===== src/rtl/adc_spi_pkg.sv =====
// ---- adc_spi_pkg : shared constants for the 32-bit ADC SPI command protocol  (rev 1.0) ----
`default_nettype none

package adc_spi_pkg;

  localparam int FRAME_W  = 32;
  localparam int OPC_MSB  = 31;
  localparam int OPC_LSB  = 27;
  localparam int MOD_MSB  = 26;
  localparam int MOD_LSB  = 25;
  localparam int ADDR_MSB = 24;
  localparam int ADDR_LSB = 16;
  localparam int DATA_MSB = 15;
  localparam int DATA_LSB = 0;

  localparam logic [4:0] OPC_NOP  = 5'b00000;
  localparam logic [4:0] OPC_CLRH = 5'b11000;
  localparam logic [4:0] OPC_REAH = 5'b11001;
  localparam logic [4:0] OPC_READ = 5'b10001;
  localparam logic [4:0] OPC_WRIT = 5'b11010;
  localparam logic [4:0] OPC_SETH = 5'b11011;

  localparam logic [1:0] MODF_FULL    = 2'b00;
  localparam logic [1:0] MODF_MS_BYTE = 2'b01;
  localparam logic [1:0] MODF_LS_BYTE = 2'b10;
  localparam logic [1:0] MODF_BAD     = 2'b11;

  localparam logic [8:0] ADDR_DEVICE_ID   = 9'h000;
  localparam logic [8:0] ADDR_RST_PWRCTL  = 9'h004;
  localparam logic [8:0] ADDR_SDI_CTL     = 9'h00C;
  localparam logic [8:0] ADDR_SDO_CTL     = 9'h010;
  localparam logic [8:0] ADDR_DATAOUT_CTL = 9'h014;
  localparam logic [8:0] ADDR_RANGE_SEL   = 9'h018;
  localparam logic [8:0] ADDR_ALARM       = 9'h020;
  localparam logic [8:0] ADDR_ALARM_H_TH  = 9'h024;
  localparam logic [8:0] ADDR_ALARM_L_TH  = 9'h028;

  localparam logic [31:0] RST_RST_PWRCTL  = 32'h0000_0000;
  localparam logic [31:0] RST_SDI_CTL     = 32'h0000_0000;
  localparam logic [31:0] RST_SDO_CTL     = 32'h0000_0000;
  localparam logic [31:0] RST_DATAOUT_CTL = 32'h0000_0000;
  localparam logic [31:0] RST_RANGE_SEL   = 32'h0000_0000;
  localparam logic [31:0] RST_ALARM_H_TH  = 32'h0000_FFFF;
  localparam logic [31:0] RST_ALARM_L_TH  = 32'h0000_0000;

  typedef enum logic [0:0] {
    ST_IDLE  = 1'b0,
    ST_SHIFT = 1'b1
  } link_state_t;

  // Word-aligned form of a byte address; addr[1:0] never takes part in register selection.
  function automatic logic [8:0] word_addr(input logic [8:0] addr);
    return {addr[8:2], 2'b00};
  endfunction

endpackage

`default_nettype wire


===== src/rtl/adc_spi_responder_edge_sync.sv =====
// ---- spi_edge_sync : multi-flop synchronizer with rise/fall detection  (rev 1.0) ----
`default_nettype none

module spi_edge_sync #(
  parameter int SYNC_STAGES = 2
) (
  input  logic clk,
  input  logic rst_n,
  input  logic din,
  output logic level,
  output logic rise,
  output logic fall
);

  logic [SYNC_STAGES-1:0] sync_q;
  logic                   prev_q;

  // Chain resets low so a chip select already asserted at reset release never looks like a falling edge.
  always_ff @(posedge clk) begin
    if (!rst_n) begin
      sync_q <= '0;
      prev_q <= 1'b0;
    end else begin
      sync_q <= {sync_q[SYNC_STAGES-2:0], din};
      prev_q <= sync_q[SYNC_STAGES-1];
    end
  end

  assign level = sync_q[SYNC_STAGES-1];
  assign rise  = level & ~prev_q;
  assign fall  = ~level & prev_q;

endmodule

`default_nettype wire


===== src/rtl/adc_spi_responder.sv =====
// ---- adc_spi_responder : SPI mode-0 register responder for the ADC command protocol  (rev 1.0) ----
`default_nettype none

module adc_spi_responder
  import adc_spi_pkg::*;
#(
  parameter logic [15:0] DEV_ID      = 16'h0000,
  parameter int          SYNC_STAGES = 2
) (
  input  logic        clk,
  input  logic        rst_n,
  input  logic        sclk,
  input  logic        cs_n,
  input  logic        sdi,
  output logic        sdo,
  input  logic [15:0] sample_data,
  output logic [3:0]  range_sel,
  output logic        frame_done,
  output logic        cmd_err
);

  logic sclk_level, sclk_rise, sclk_fall;
  logic cs_level, cs_rise, cs_fall;
  logic sdi_level, sdi_rise, sdi_fall;

  spi_edge_sync #(.SYNC_STAGES(SYNC_STAGES)) u_sclk_sync (
    .clk(clk), .rst_n(rst_n), .din(sclk), .level(sclk_level), .rise(sclk_rise), .fall(sclk_fall));
  spi_edge_sync #(.SYNC_STAGES(SYNC_STAGES)) u_cs_sync (
    .clk(clk), .rst_n(rst_n), .din(cs_n), .level(cs_level), .rise(cs_rise), .fall(cs_fall));
  spi_edge_sync #(.SYNC_STAGES(SYNC_STAGES)) u_sdi_sync (
    .clk(clk), .rst_n(rst_n), .din(sdi), .level(sdi_level), .rise(sdi_rise), .fall(sdi_fall));

  link_state_t          state, state_next;
  logic [5:0]           bit_cnt;
  logic [FRAME_W-1:0]   rx_shift, tx_shift, pending;
  logic [31:0]          rst_pwrctl, sdi_ctl, sdo_ctl, dataout_ctl, range_reg, alarm_h_th, alarm_l_th;

  logic [4:0]  opc;
  logic [1:0]  modf;
  logic [8:0]  addr;
  logic [15:0] data;

  assign opc  = rx_shift[OPC_MSB:OPC_LSB];
  assign modf = rx_shift[MOD_MSB:MOD_LSB];
  assign addr = rx_shift[ADDR_MSB:ADDR_LSB];
  assign data = rx_shift[DATA_MSB:DATA_LSB];

  logic unused_inputs;
  assign unused_inputs = &{1'b0, sclk_level, cs_level, sdi_rise, sdi_fall, addr[0]};

  always_comb begin
    state_next = state;
    case (state)
      ST_IDLE:  if (cs_fall) state_next = ST_SHIFT;
      ST_SHIFT: if (cs_rise) state_next = ST_IDLE;
      default:  state_next = ST_IDLE;
    endcase
  end

  logic        frame_end;
  logic        known, writable, legal, is_read, is_write, frame_ok;
  logic [31:0] cur_word, new_word;
  logic [15:0] cur_half, new_half, rd_half;

  assign frame_end = (state == ST_SHIFT) && cs_rise;

  always_comb begin
    known    = 1'b1;
    writable = 1'b0;
    cur_word = 32'h0;
    case (word_addr(addr))
      ADDR_DEVICE_ID:   cur_word = {DEV_ID, 16'h0};
      ADDR_RST_PWRCTL:  begin cur_word = rst_pwrctl;  writable = 1'b1; end
      ADDR_SDI_CTL:     begin cur_word = sdi_ctl;     writable = 1'b1; end
      ADDR_SDO_CTL:     begin cur_word = sdo_ctl;     writable = 1'b1; end
      ADDR_DATAOUT_CTL: begin cur_word = dataout_ctl; writable = 1'b1; end
      ADDR_RANGE_SEL:   begin cur_word = range_reg;   writable = 1'b1; end
      ADDR_ALARM:       cur_word = 32'h0;
      ADDR_ALARM_H_TH:  begin cur_word = alarm_h_th;  writable = 1'b1; end
      ADDR_ALARM_L_TH:  begin cur_word = alarm_l_th;  writable = 1'b1; end
      default:          known = 1'b0;
    endcase

    cur_half = addr[1] ? cur_word[31:16] : cur_word[15:0];
    new_half = cur_half;
    rd_half  = cur_half;
    legal    = 1'b1;
    is_read  = 1'b0;
    is_write = 1'b0;
    case (opc)
      OPC_NOP:  ;
      OPC_READ: is_read = 1'b1;
      OPC_REAH: begin is_read = 1'b1; rd_half = cur_word[31:16]; end
      OPC_CLRH: begin is_write = 1'b1; new_half = cur_half & ~data; end
      OPC_SETH: begin is_write = 1'b1; new_half = cur_half | data; end
      OPC_WRIT: begin
        case (modf)
          MODF_FULL:    begin is_write = 1'b1; new_half = data; end
          MODF_MS_BYTE: begin is_write = 1'b1; new_half = {data[15:8], cur_half[7:0]}; end
          MODF_LS_BYTE: begin is_write = 1'b1; new_half = {cur_half[15:8], data[7:0]}; end
          MODF_BAD:     legal = 1'b0;
          default:      legal = 1'b0;
        endcase
      end
      default:  legal = 1'b0;
    endcase

    new_word = addr[1] ? {new_half, cur_word[15:0]} : {cur_word[31:16], new_half};
    // Writes to read-only locations succeed silently; unmapped ones are errors.
    frame_ok = (bit_cnt == 6'd32) && legal && !(is_write && !known);
  end

  always_ff @(posedge clk) begin
    if (!rst_n) begin
      state      <= ST_IDLE;
      bit_cnt    <= '0;
      rx_shift   <= '0;
      tx_shift   <= '0;
      pending    <= '0;
      frame_done <= 1'b0;
      cmd_err    <= 1'b0;
    end else begin
      state      <= state_next;
      frame_done <= 1'b0;
      cmd_err    <= 1'b0;
      if (state == ST_IDLE && cs_fall) begin
        bit_cnt  <= '0;
        tx_shift <= pending;
      end else if (state == ST_SHIFT && !cs_rise) begin
        if (sclk_rise) begin
          rx_shift <= {rx_shift[FRAME_W-2:0], sdi_level};
          if (bit_cnt != 6'd33) bit_cnt <= bit_cnt + 6'd1;
        end
        if (sclk_fall) tx_shift <= {tx_shift[FRAME_W-2:0], 1'b0};
      end
      if (frame_end) begin
        frame_done <= frame_ok;
        cmd_err    <= !frame_ok;
        pending    <= (frame_ok && is_read) ? {rd_half, 16'h0} : {sample_data, 16'h0};
      end
    end
  end

  always_ff @(posedge clk) begin
    if (!rst_n) begin
      rst_pwrctl  <= RST_RST_PWRCTL;
      sdi_ctl     <= RST_SDI_CTL;
      sdo_ctl     <= RST_SDO_CTL;
      dataout_ctl <= RST_DATAOUT_CTL;
      range_reg   <= RST_RANGE_SEL;
      alarm_h_th  <= RST_ALARM_H_TH;
      alarm_l_th  <= RST_ALARM_L_TH;
    end else if (frame_end && frame_ok && is_write && writable) begin
      case (word_addr(addr))
        ADDR_RST_PWRCTL:  rst_pwrctl  <= new_word;
        ADDR_SDI_CTL:     sdi_ctl     <= new_word;
        ADDR_SDO_CTL:     sdo_ctl     <= new_word;
        ADDR_DATAOUT_CTL: dataout_ctl <= new_word;
        ADDR_RANGE_SEL:   range_reg   <= new_word;
        ADDR_ALARM_H_TH:  alarm_h_th  <= new_word;
        ADDR_ALARM_L_TH:  alarm_l_th  <= new_word;
        default:          ;
      endcase
    end
  end

  assign sdo       = (state == ST_SHIFT) & tx_shift[FRAME_W-1];
  assign range_sel = range_reg[3:0];

endmodule

`default_nettype wire


===== config.mk =====
export PLATFORM = sky130hd
export DESIGN_NAME = adc_spi_responder
export DESIGN_NICKNAME = d
export VERILOG_FILES = /design/src/rtl/adc_spi_pkg.sv /design/src/rtl/adc_spi_responder_edge_sync.sv /design/src/rtl/adc_spi_responder.sv
export SDC_FILE = /design/constraint.sdc
export NUM_CORES = 1
export LEC_CHECK = 0
export CORE_ASPECT_RATIO = 1.5
export CORE_UTILIZATION = 65
export CTS_CLUSTER_DIAMETER = 40
export DETAILED_ROUTE_END_ITERATION = 8
export PLACE_DENSITY = 0.83
export RECOVER_POWER = 25
export SYNTH_ARGS = -nofsm -noshare
export SYNTH_HDL_FRONTEND = slang
export SYNTH_SLANG_ARGS = --single-unit

===== constraint.sdc =====
create_clock -name clk -period 5.5 [get_ports clk]
set_input_delay 1.1 -clock clk [delete_from_list [all_inputs] [get_ports clk]]
set_output_delay 1.1 -clock clk [all_outputs]
set_load 0.01 [all_outputs]

# Word-level counts from Yosys, hierarchy flattened
# Cells that the tools add are included.
op_classes:
  n_reduce_logical: 37
  shift: 0
  n_eq_ne: 18
  n_bitwise: 15
  mul: 0
  order_cmp: 0
  div: 0
  add_sub_neg: 1
  mux: 20
ops:
  columns: ["cell", "n"]
  rows:
  - ["$pmux 32 s7", 1]
  - ["$mux 32", 5]
  - ["$pmux 16 s3", 2]
  - ["$mux 16", 2]
  - ["$eq 5x5->1 const B", 5]
  - ["$eq 7x3->1 const B", 3]
  - ["$eq 7x4->1 const B", 3]
  - ["$reduce_and 2->1", 9]
  - ["$and 16x16->16", 1]
  - ["$not 16->16", 1]
  - ["$or 16x16->16", 1]
  - ["$logic_and 1x1->1", 10]
  - ["$reduce_or 9->1", 1]
  - ["$eq 7x1->1 const B", 1]
  - ["$eq 7x2->1 const B", 1]
  - ["$logic_not 7->1", 1]
  - ["$mux 1", 7]
  - ["$not 1->1", 7]
  - ["$reduce_or 7->1", 1]
  - ["$add 6x1->6 const B", 1]
  - ["$eq 6x6->1 const B", 1]
  - ["$ne 6x6->1 const B", 1]
  - ["$pmux 1 s2", 3]
  - ["$reduce_and 3->1", 2]
  - ["other kinds (10)", 21]
totals:
  out_inout_bits: 7
  ff_bits: 337
  mem_bits_ro: 0
  latchBits: 0
  mem_bits_rw: 0
  mem_count: 0
  elab_cells: 110
  inputBits: 21

# Logic depth before layout (Yosys ltp)
# Gate-level depths: netlist of run 1.
depth:
  ltp_word: 11
  mapped_depth: 9
  depth_no_buf: 6

# By module
# Synthesis of run 1 repeated with hierarchy kept, for this count alone.
hier_totals:
  cells_unflattened: 1334
  hier_area_um2: 13031.2
modules_own_cells:
  columns: ["module", "seq_area_each_um2", "cells_each", "area_per_inst_um2", "n_inst"]
  rows:
  - ["adc_spi_responder", 5945.7, 1310, 12757.2, 1]
  - ["spi_edge_sync", 60.1, 8, 91.3, 3]

# Worst setup path before layout of run 1
# Ideal clock, no wire load.
synth_path:
  path_kind: "input port to flip-flop"
  startpoint: "input rst_n"
  endpoint: "register pending[30]"
  t_required_ns: 5.412
  stages: 6
  n_path_buf: 2
  setup_time_ns: 0.088
  arrival_time_ns: 2.342
  slack_ns: 3.070
  path_cell_list: "clkbuf_1 inv_1 a21oi_1 clkbuf_1 a22oi_1 o31ai_1"
synth_lines:
  columns: ["element", "line", "text"]
  rows:
  - ["start, declared", "adc_spi_responder.sv:11", "input logic rst_n,"]
  - ["end signal, assigned", "adc_spi_responder.sv:139", "pending <= (frame_ok && is_read) ? {rd_half, 16'h0} : {sample_data, 16'h0};"]
  - ["end, declared", "adc_spi_responder.sv:35", "logic [FRAME_W-1:0] rx_shift, tx_shift, pending;"]

# Worst setup path after layout of run 1
layout_path:
  startpoint: "register rx_shift[28]"
  endpoint: "register alarm_h_th[1]"
layout_via:
  elab_chain_len: 10
  elab_cells_between_ends: 20
  classes_between: "5 x eq/ne; 4 x mux; 11 x reduce/logical"
layout_lines:
  columns: ["element", "line", "text"]
  rows:
  - ["start, declared", "adc_spi_responder.sv:35", null]
  - ["start signal, assigned", "adc_spi_responder.sv:131", "rx_shift <= {rx_shift[FRAME_W-2:0], sdi_level};"]
  - ["$eq 5x5->1", "adc_spi_responder.sv:90", "case (opc)"]
  - ["$reduce_or 2->1 (no line)", null, null]
  - ["$pmux 1 s2", "adc_spi_responder.sv:90", null]
  - ["$logic_and 1x1->1", "adc_spi_responder.sv:110", "frame_ok = (bit_cnt == 6'd32) && legal && !(is_write && !known);"]
  - ["$logic_not 1->1", "adc_spi_responder.sv:110", null]
  - ["$logic_and 1x1->1", "adc_spi_responder.sv:110", null]
  - ["$logic_and 1x1->1 (3 in series)", "adc_spi_responder.sv:153", "end else if (frame_end && frame_ok && is_write && writable) begin"]
  - ["$reduce_and 2->1 (no line)", null, null]
  - ["end signal, assigned", "adc_spi_responder.sv:160", "ADDR_ALARM_H_TH: alarm_h_th <= new_word;"]
  - ["end, declared", "adc_spi_responder.sv:36", "logic [31:0] rst_pwrctl, sdi_ctl, sdo_ctl, dataout_ctl, range_reg, alarm_h_th, alarm_l_th;"]
# Several ways; a longest one is shown, not always the timed one.
# A chain may end at the register's enable or synchronous reset.

==> metrics, run 1 <==
outcome=finished, violations left; violated checks=capacitance limit, slew limit; vias in the first global route=11200; Rows=63; total negative slack=0 ns; pwr dens=312 nW/µm²; first-pass GRT wire length=60.2 mm; sw frac=0.224; Critical Path Max Stage Delay=1.76 ns; flops & latches, synth=305; initial antenna violation count=0; max-slew violations=10; Avg Synthesized Cell Area=9.07 µm²; Hold Crit Class=register to register; drt first pass iters=7; clk slew on worst S/H paths=0.07 ns; DR vias=11700; DIE AREA=20700 µm²; GRT Total Usage=0.366; CP delay by family, top=compound AO/OA/AOI/OAI gates; WS Path Type=register to register; Mapped Area=13100 µm²; Remaining DRCs=0; CTS root buffer=clkbuf_16; CTS Buffer Depth=3; Worst-Skew Late Latency=0.51 ns; Ant. Diodes=0; Worst setup EP type=register; main flop type after synthesis=dfxtp_1; CP Cell Sequence=nor2b_1, a311oi_1, nand4_1, a221oi_1, o21ai_0; static leakage=4.77 nW; post-synthesis sequential area ratio=0.467; Clock Skew=0.0218 ns; RSZ-0062 raised after global routing=no; Max Cap Violations=2; gr ovfl total=0; Synth cell types=70; DP Wirelength=23.8 mm; CTS buffer count=34; final wirelength=37.8 mm; antenna viol nets, final=0; Layout Nets=1426; slowest CP cell=a311oi_1; Comb power frac=0.019; H-tree Lvls=2; Syn-to-layout area delta=10.4%; crit path setup slack, layout=0.949 ns; crit path time final=4.55 ns; Critical Path Sink=alarm_h_th[1]; Final Hold Viols=0; arrival time at the worst endpoint=4.91 ns; share of post-route cells with drive strength above 1=0.104; Initial Util=0.663; Port Buf Inserts=27; largest net degree at the start of global routing=48; r2r worst-path depth=5; Fmax achieved=0.220 GHz; sequential cell fraction of total power=0.494; EDFF count, synth=0; Final period util=0.827; # setup viols final=0; GP Congestion=0.919; die height=176 µm; Data required, critical path=5.86 ns; Peak VDD IR=234 µV; fill cell count=1486; worst r2r src=rx_shift[28]; sw power=1.01 mW; Worst setup SP type=register; Synth async-reset ratio=0; Buf/Inv on CP=0; Die X-Extent=118 µm; Crit path depth=5; Crit Reg-Reg Endpoint=alarm_h_th[1]; Avg Vias per Cell=6.93; Setup WS pre-CTS=1.67 ns; cts hold-fix bufs=0; Syn Nets=1465; CP max FO=17; core area=19700 µm²; CTS tree=yes; yosys warns=0; reg2reg setup slack=0.95 ns; IO Pins=28; CP Launch Point=rx_shift[28]; post-DR wirelength/cell=22.4 µm; setup bufs post-CTS=0; Clk pwr share=0.487; Slew HR=-0.591; Int Pwr=3.49 mW; CTS sink cnt=305; Synth Instances=1441; Initial DRC Count=1490; cts repair resizes=0; measured slew at the worst slew-check pin=2.37 ns
## metrics by stage
| stage | cell area (µm²) | power (mW) | hold WS [ns] | std cells | util |
|---|---|---|---|---|---|
| after floorplan | 13100 | 2.32 | 0.412 | 1441 | - |
| after global placement | 13400 | 2.35 | 0.420 | 1626 | 0.679 |
| after detailed placement | 13400 | 2.35 | 0.431 | 1626 | 0.679 |
| after CTS | 14400 | 4.50 | 0.442 | 1686 | 0.733 |
| after global routing | 14400 | 4.61 | 0.458 | 1686 | 0.732 |
| final | 14400 | 4.49 | 0.437 | 1686 | 0.732 |
## power by group through the flow
stage / logic [mW] / registers (mW) / clock network, mW
5_1_grt: 0.0905 / 2.22 / 2.30
2_1_floorplan: 0.0480 / 2.27 / 0
3_5_place_dp: 0.0846 / 2.27 / 0
6_report: 0.0858 / 2.22 / 2.19
4_1_cts: 0.0858 / 2.22 / 2.19
3_3_place_gp: 0.0840 / 2.27 / 0
## layout by cell type (no fill, tap or decap), types with 12 or more instances in the layout
cell type	count
a22o_1	68
dfxtp_1	303
mux2_2	27
o21ai_0	121
a211oi_1	20
mux2i_1	53
o221ai_1	22
clkbuf_16	35
o21ai_1	78
a2bb2oi_1	26
o22ai_1	12
buf_4	25
nand2_1	209
a22oi_1	57
a21oi_1	59
inv_1	13
nor2_1	45
nand3_1	24
clkdlybuf4s50_1	19
## worst min path at each step
stage | startpoint | end | slack [ns] | cells after the start
finish | u_sclk_sync.sync_q[0] | u_sclk_sync.sync_q[1] | 0.44 | 1
global placement | u_sclk_sync.sync_q[0] | u_sclk_sync.sync_q[1] | 0.42 | 1
detailed placement | u_sclk_sync.sync_q[0] | u_sclk_sync.sync_q[1] | 0.43 | 1
floorplan | u_cs_sync.sync_q[0] | u_cs_sync.sync_q[1] | 0.41 | 1
global route | alarm_l_th[21] | alarm_l_th[21] | 0.46 | 2
CTS | u_sclk_sync.sync_q[0] | u_sclk_sync.sync_q[1] | 0.44 | 1
## cell type report
type | count | area [µm²] | area share
Clock inverter | 19 | 161 | 0.0112
Sequential cell | 305 | 6110 | 0.424
Multi-Input combinational cell | 995 | 6400 | 0.444
Clock buffer | 41 | 908 | 0.0630
Inverter | 13 | 48.8 | 0.00338
Timing Repair Buffer | 53 | 462 | 0.0320
Tap cell | 260 | 325 | 0.0226
## layer usage
| layer | up-vias | GRT usage | routed length, µm |
|---|---|---|---|
| met2 | 684 | 0.614 | 18400 |
| met3 | 195 | 0.0682 | 3160 |
| li1 | 5215 | - | - |
| met4 | 0 | 0.239 | 2510 |
| met5 | - | 0 | 0 |
| met1 | 5589 | 0.427 | 13800 |
## logic make-up (layout without fill, tap and decap cells)
family          count (synthesis)  in the layout  synth area share
simple gates                  366            366             0.133
mux                            80             80            0.0639
buf+inv                       141            126            0.0467
fa+ha+maj                       3              3           0.00287
compound gates                541            541             0.283
xor+xnor                        5              5           0.00335
flops                         305            305             0.467
## Yosys cell counts, types with 7 or more instances
| cell | number | area [µm²] |
|---|---|---|
| a22oi_1 | 57 | 428 |
| mux2i_1 | 53 | 531 |
| and2_1 | 11 | 68.8 |
| o22ai_1 | 12 | 75.1 |
| nor2b_1 | 11 | 68.8 |
| nor3_1 | 12 | 60.1 |
| a221oi_1 | 11 | 96.3 |
| o221a_2 | 9 | 101 |
| inv_1 | 13 | 48.8 |
| buf_1 | 7 | 26.3 |
| o221ai_1 | 22 | 193 |
| clkbuf_1 | 75 | 282 |
| buf_2 | 38 | 190 |
| a22o_1 | 68 | 596 |
| dfxtp_1 | 305 | 6110 |
| buf_4 | 7 | 52.6 |
| and3b_1 | 10 | 87.6 |
| o21ai_1 | 78 | 390 |
| a211oi_1 | 20 | 150 |
| a21oi_1 | 59 | 295 |
| nand3_1 | 24 | 120 |
| nor2_1 | 45 | 169 |
| or3_1 | 7 | 43.8 |
| mux2_2 | 27 | 304 |
| nand2_1 | 209 | 785 |
| o21ai_0 | 121 | 606 |
| a2bb2oi_1 | 26 | 228 |
| nand2b_1 | 7 | 43.8 |
No activity file was read; power rests on OpenSTA's default activity.
==> inputs of run 2 (changes only) <==
--- a/config.mk
+++ b/config.mk
@@ -6,10 +6,10 @@
 export NUM_CORES = 1
 export LEC_CHECK = 0
 export CORE_ASPECT_RATIO = 1.5
-export CORE_UTILIZATION = 65
+export CORE_UTILIZATION = 56
 export CTS_CLUSTER_DIAMETER = 40
 export DETAILED_ROUTE_END_ITERATION = 8
-export PLACE_DENSITY = 0.83
+export PLACE_DENSITY = 0.76
 export RECOVER_POWER = 25
 export SYNTH_ARGS = -nofsm -noshare
 export SYNTH_HDL_FRONTEND = slang
==> constraint.sdc (replaced) <==
create_clock -name clk -period 3.85 [get_ports clk]
set_input_delay 0.77 -clock clk [delete_from_list [all_inputs] [get_ports clk]]
set_output_delay 0.77 -clock clk [all_outputs]
set_load 0.01 [all_outputs]
==> run 2 against run 1 <==
Net effect:
- critical path depth up 1
- routed wire length grew 0.60%
- sequential cell count stayed put
- the flow now finishes without violations
- final cell count increased by 2.3%
- core utilization decreased by 9.5 points
- die area up 16%
- sequential power increased by 43%
- register-to-register slack got worse by 0.19 ns
- first-iteration DRC count is 17% lower
- worst hold slack lost 0.0030 ns
- critical endpoint is now dataout_ctl[3]
==> metrics, run 2 (synthesized netlist as in run 1, its figures left out) <==
clk slew on worst S/H paths=0.07 ns (about the same); fill cell count=1923 (+29%); Non-Filler Instances=1724 (+2.3%); final instance area=14600 µm² (+1.4%); CP max FO=29 (+12); Initial DRC Count=1230 (-17%); vias in the first global route=10800 (-3.5%); post-DR wirelength/cell=22.1 µm (-1.6%); core area=23000 µm² (+17%); Rows=68 (+7.9%); Layout Nets=1444 (+1.3%); largest net degree at the start of global routing=44 (-8.3%); first-pass GRT wire length=60.4 mm (+0.30%); measured slew at the worst slew-check pin=1.45 ns (-0.919 ns); CTS tree=yes; drt first pass iters=6 (-1); CTS buffer count=31 (-8.8%); die height=189 µm (+7.6%); Hold Crit Class=register to register; share of post-route cells with drive strength above 1=0.118 (+0.0139); WHS=0.434 ns (-0.00295 ns); CP Launch Point=rst_n; Max Cap Violations=0 (-2); RSZ-0062 raised after global routing=no; Crit Reg-Reg Endpoint=sdo_ctl[31]; final core utilization=0.637 (-0.0952); Critical Path Sink=dataout_ctl[3]; GP Congestion=0.921 (+0.22%); final wirelength=38.0 mm (+0.60%); Worst setup EP type=register; arrival time at the worst endpoint=3.62 ns (-1.29 ns); DIE AREA=24000 µm² (+16%); outcome=completed; DP Wirelength=25.0 mm (+5.0%); Clock Skew=0.0166 ns (-0.00515 ns); DR vias=11200 (-3.7%); Final period util=0.817; Fmax achieved=0.318 GHz; initial antenna violation count=0 (unchanged); reg2reg setup slack=0.76 ns (-0.19 ns); Ant. Diodes=0 (unchanged); H-tree Lvls=1 (-1); Port Buf Inserts=27 (unchanged); Inst Count DP=1667 (+2.5%); max-slew violations=0 (-10); pwr dens=435 nW/µm² (+40%); sequential cell area=6110 µm² (unchanged); Data required, critical path=4.33 ns (-1.53 ns); cts hold-fix bufs=0 (unchanged); Remaining DRCs=0 (unchanged); antenna viol nets, final=0 (unchanged); Slew HR=0.0325 (+0.624); Final Hold Viols=0 (unchanged); multi-input logic area=6430 µm² (+0.45%); static leakage=4.86 nW (+2.0%); total negative slack=0 ns (unchanged); # setup viols final=0 (unchanged); r2r worst-path depth=5 (unchanged); Worst-Skew Late Latency=0.56 ns (+0.05 ns); most common cell after layout, fill and taps aside=dfxtp_1; CTS Buffer Depth=3 (unchanged); commonest non-fill, non-tap cells in the layout=dfxtp_1, nand2_1, o21ai_0, o21ai_1, a22o_1; worst r2r src=rx_shift[28]; Die X-Extent=127 µm (+7.6%); Initial Util=0.569 (-0.0942); CTS sink cnt=305 (unchanged); crit path setup slack, layout=0.705 ns (-0.244 ns); crit path time final=3.14 ns; Syn-to-layout area delta=11.9%; Worst setup SP type=input pin; WS Path Type=input pin to register; dpl cell area=13600 µm² (+1.6%); Avg Vias per Cell=6.52 (-5.9%); IO Pins=28 (unchanged); GRT Total Usage=0.321 (-0.0452); Setup WS pre-CTS=0.915 ns (-0.759 ns); setup bufs post-CTS=0 (unchanged); CTS root buffer=clkbuf_16; cts repair resizes=0 (unchanged); Tot Pwr=6.36 mW (+42%); Peak VDD IR=498 µV (+110%); gr ovfl total=0 (unchanged)
-- run 2: worst min path at each step --
stage | startpoint | end | slack (ns) | cells after the start
floorplan | u_cs_sync.sync_q[0] | u_cs_sync.sync_q[1] | 0.41 | 1
global placement | u_sclk_sync.sync_q[0] | u_sclk_sync.sync_q[1] | 0.42 | 1
detailed placement | u_cs_sync.sync_q[0] | u_cs_sync.sync_q[1] | 0.42 | 1
CTS | u_cs_sync.sync_q[0] | u_cs_sync.sync_q[1] | 0.44 | 1
global route | u_cs_sync.sync_q[0] | u_cs_sync.sync_q[1] | 0.45 | 1
finish | u_cs_sync.sync_q[0] | u_cs_sync.sync_q[1] | 0.43 | 1
-- run 2: layer usage --
| metal | wire length [µm] | track usage | vias up |
|---|---|---|---|
| met5 | 0 | 0 | - |
| met4 | 2690 | 0.217 | 0 |
| met3 | 2340 | 0.0373 | 147 |
| met2 | 18200 | 0.539 | 461 |
| met1 | 14800 | 0.385 | 5371 |
| li1 | - | - | 5268 |
-- run 2: cell type report --
cell class / count / share of cell area
Clock buffer: 39 / 0.0578
Clock inverter: 18 / 0.0135
Inverter: 13 / 0.00334
Sequential cell: 305 / 0.418
Multi-Input combinational cell: 995 / 0.440
Tap cell: 280 / 0.0240
Timing Repair Buffer: 74 / 0.0436
-- run 2: critical path, cell delays in order --
cell      delay, ns
clkbuf_1       1.03
inv_2          0.45
a41oi_2        0.80
buf_4          0.39
nand2_1        0.08
o21ai_0        0.08
-- run 2: report_power, final --
group,total [mW],switching (mW),internal [mW]
combinational,0.131,0.0886,0.0421
sequential,3.17,0.00645,3.16
clock,3.06,1.29,1.77
==> RTL change (config.mk and constraints of run 2) <==
Register the outputs `sdo` and `range_sel`, with the module's reset; this adds one clock of latency there. The other outputs are not delayed to match.
--- a/src/rtl/adc_spi_responder.sv
+++ b/src/rtl/adc_spi_responder.sv
@@ -164,8 +164,15 @@
     end
   end
 
-  assign sdo       = (state == ST_SHIFT) & tx_shift[FRAME_W-1];
-  assign range_sel = range_reg[3:0];
+  always_ff @(posedge clk) begin
+    if (!rst_n) begin
+      sdo       <= '0;
+      range_sel <= '0;
+    end else begin
+      sdo       <= (state == ST_SHIFT) & tx_shift[FRAME_W-1];
+      range_sel <= range_reg[3:0];
+    end
+  end
 
 endmodule
 
Function: changed (Yosys sat finds a counterexample within 10 cycles, from zero or initial values and one cycle with rst_n low).
==> RTL change against run 2 <==
The run now ends with capacitance limit, slew limit left; worst hold slack improved by 0.00078 ns; synthesized area is 2.0% higher; cell count rose by 9.7%; clock skew about the same; synthesized cell count increased by 8.6%; setup slack worse by 0.46 ns; routed wire length is 6.2% higher; sequential share of layout area fell by 0.44 points; critical path depth up 1; cell area grew 2.7%; power grew 3.7%; sequential cell count up 5; largest cell class unchanged; highest routed layer unchanged.
==> RTL change: results (changes against run 2) <==
Parameter                              Value

Status
  Run status ... finished, violations left (was complete, no violations)
  Failing checks ... capacitance limit, slew limit

Critical path
  Cell family with the largest share of critical-path delay ... compound AO/OA/AOI/OAI gates (was buffers and inverters)
  Reg-to-reg slack, setup ... 0.25 ns (was 0.76 ns)
  Number of cells on the critical path ... 7 (was 6)
  Critical path startpoint ... rx_shift[18] (was rst_n)
  Largest fanout on the critical path ... 28 (was 29)
  Worst endpoint data arrival time ... 4.06 ns (was 3.62 ns)
  Maximum single-stage delay on the critical path ... 1.01 ns (was 1.03 ns)

Place
  Final HPWL from detailed placement ... 25000 um (about the same)
  Final weighted congestion of routability-driven global placement ... 0.932 (was 0.921)
  Placed Area ... 13900 um^2 (was 13600 um^2)

Logic synthesis
  Post-synthesis mux area share ... 5.96% (was 6.39%)
  List of most frequent post-synthesis cells ... 310 x sky130_fd_sc_hd__dfxtp_1, 310 x sky130_fd_sc_hd__nand2_1, 170 x sky130_fd_sc_hd__o21ai_0 (was 305 x sky130_fd_sc_hd__dfxtp_1, 209 x sky130_fd_sc_hd__nand2_1, 121 x sky130_fd_sc_hd__o21ai_0)
  Area share of fa/ha/maj cells after synthesis ... 0.282% (was 0.287%)
  Share of synthesized area occupied by flip-flops and latches ... 46.6% (was 46.7%)
  Unique cell type count in the Yosys netlist ... 69 (was 70)
  Cells taking the most area after synthesis ... sky130_fd_sc_hd__dfxtp_1 47%, sky130_fd_sc_hd__nand2_1 8.7%, sky130_fd_sc_hd__o21ai_0 6.4%, sky130_fd_sc_hd__mux2i_1 5.7%, sky130_fd_sc_hd__a21oi_1 3.5% (was sky130_fd_sc_hd__dfxtp_1 47%, sky130_fd_sc_hd__nand2_1 6.0%, sky130_fd_sc_hd__o21ai_0 4.6%, sky130_fd_sc_hd__a22o_1 4.6%, sky130_fd_sc_hd__mux2i_1 4.1%)

GRT
  Global routing met1 resource utilization ... 37.2% (was 38.5%)
  Global router's overall resource usage ... 33.1% (was 32.1%)

Job
  Maximum Capacitance Violations ... 1 (was 0)

Final layout
  Share of post-route cells with drive strength above 1 ... 8.77% (was 11.8%)

Routing
  DRT Wirelength ... 40400 um (was 38000 um)
  Detailed Route Iter0 Violations ... 1204 (was 1230)

Timing
  Max-slew violation count ... 14 (was 0)
RTL change: cell type report:
type,count,area [um^2]
antenna,2,5.00
clock buffer,47,993
clock inverter,14,126
fill,1965,8120
inverter,10,37.5
multi-input combinational,1124,6630
sequential,310,6210
tap,315,394
timing repair buffer,69,626
RTL change: routing by layer:
metal  routed length, um  part of all wire, %
met1               15000                   37
met2               19600                   49
met3                3450                  8.5
met4                2330                  5.8
met5                   0                    0
RTL change: kinds of logic after synthesis:
group | Yosys count
buffers and inverters | 131
adders and majority gates | 3
and+or+nand+nor | 517
AOI/OAI and AO/OA | 520
DFF | 310
muxes | 79
xor gates and xnor gates | 5
RTL change: through the flow:
stage                     total power, mW  util [%]  hold WS, ns  worst slack, ns
after floorplan                      3.36         -        0.412             1.70
after global placement               3.43      60.1        0.415            0.423
after detailed placement             3.43      60.1        0.420            0.424
after CTS                            6.60      65.0        0.438            0.372
after global routing                 6.75      64.9        0.450            0.143
final                                6.59      64.9        0.435            0.247
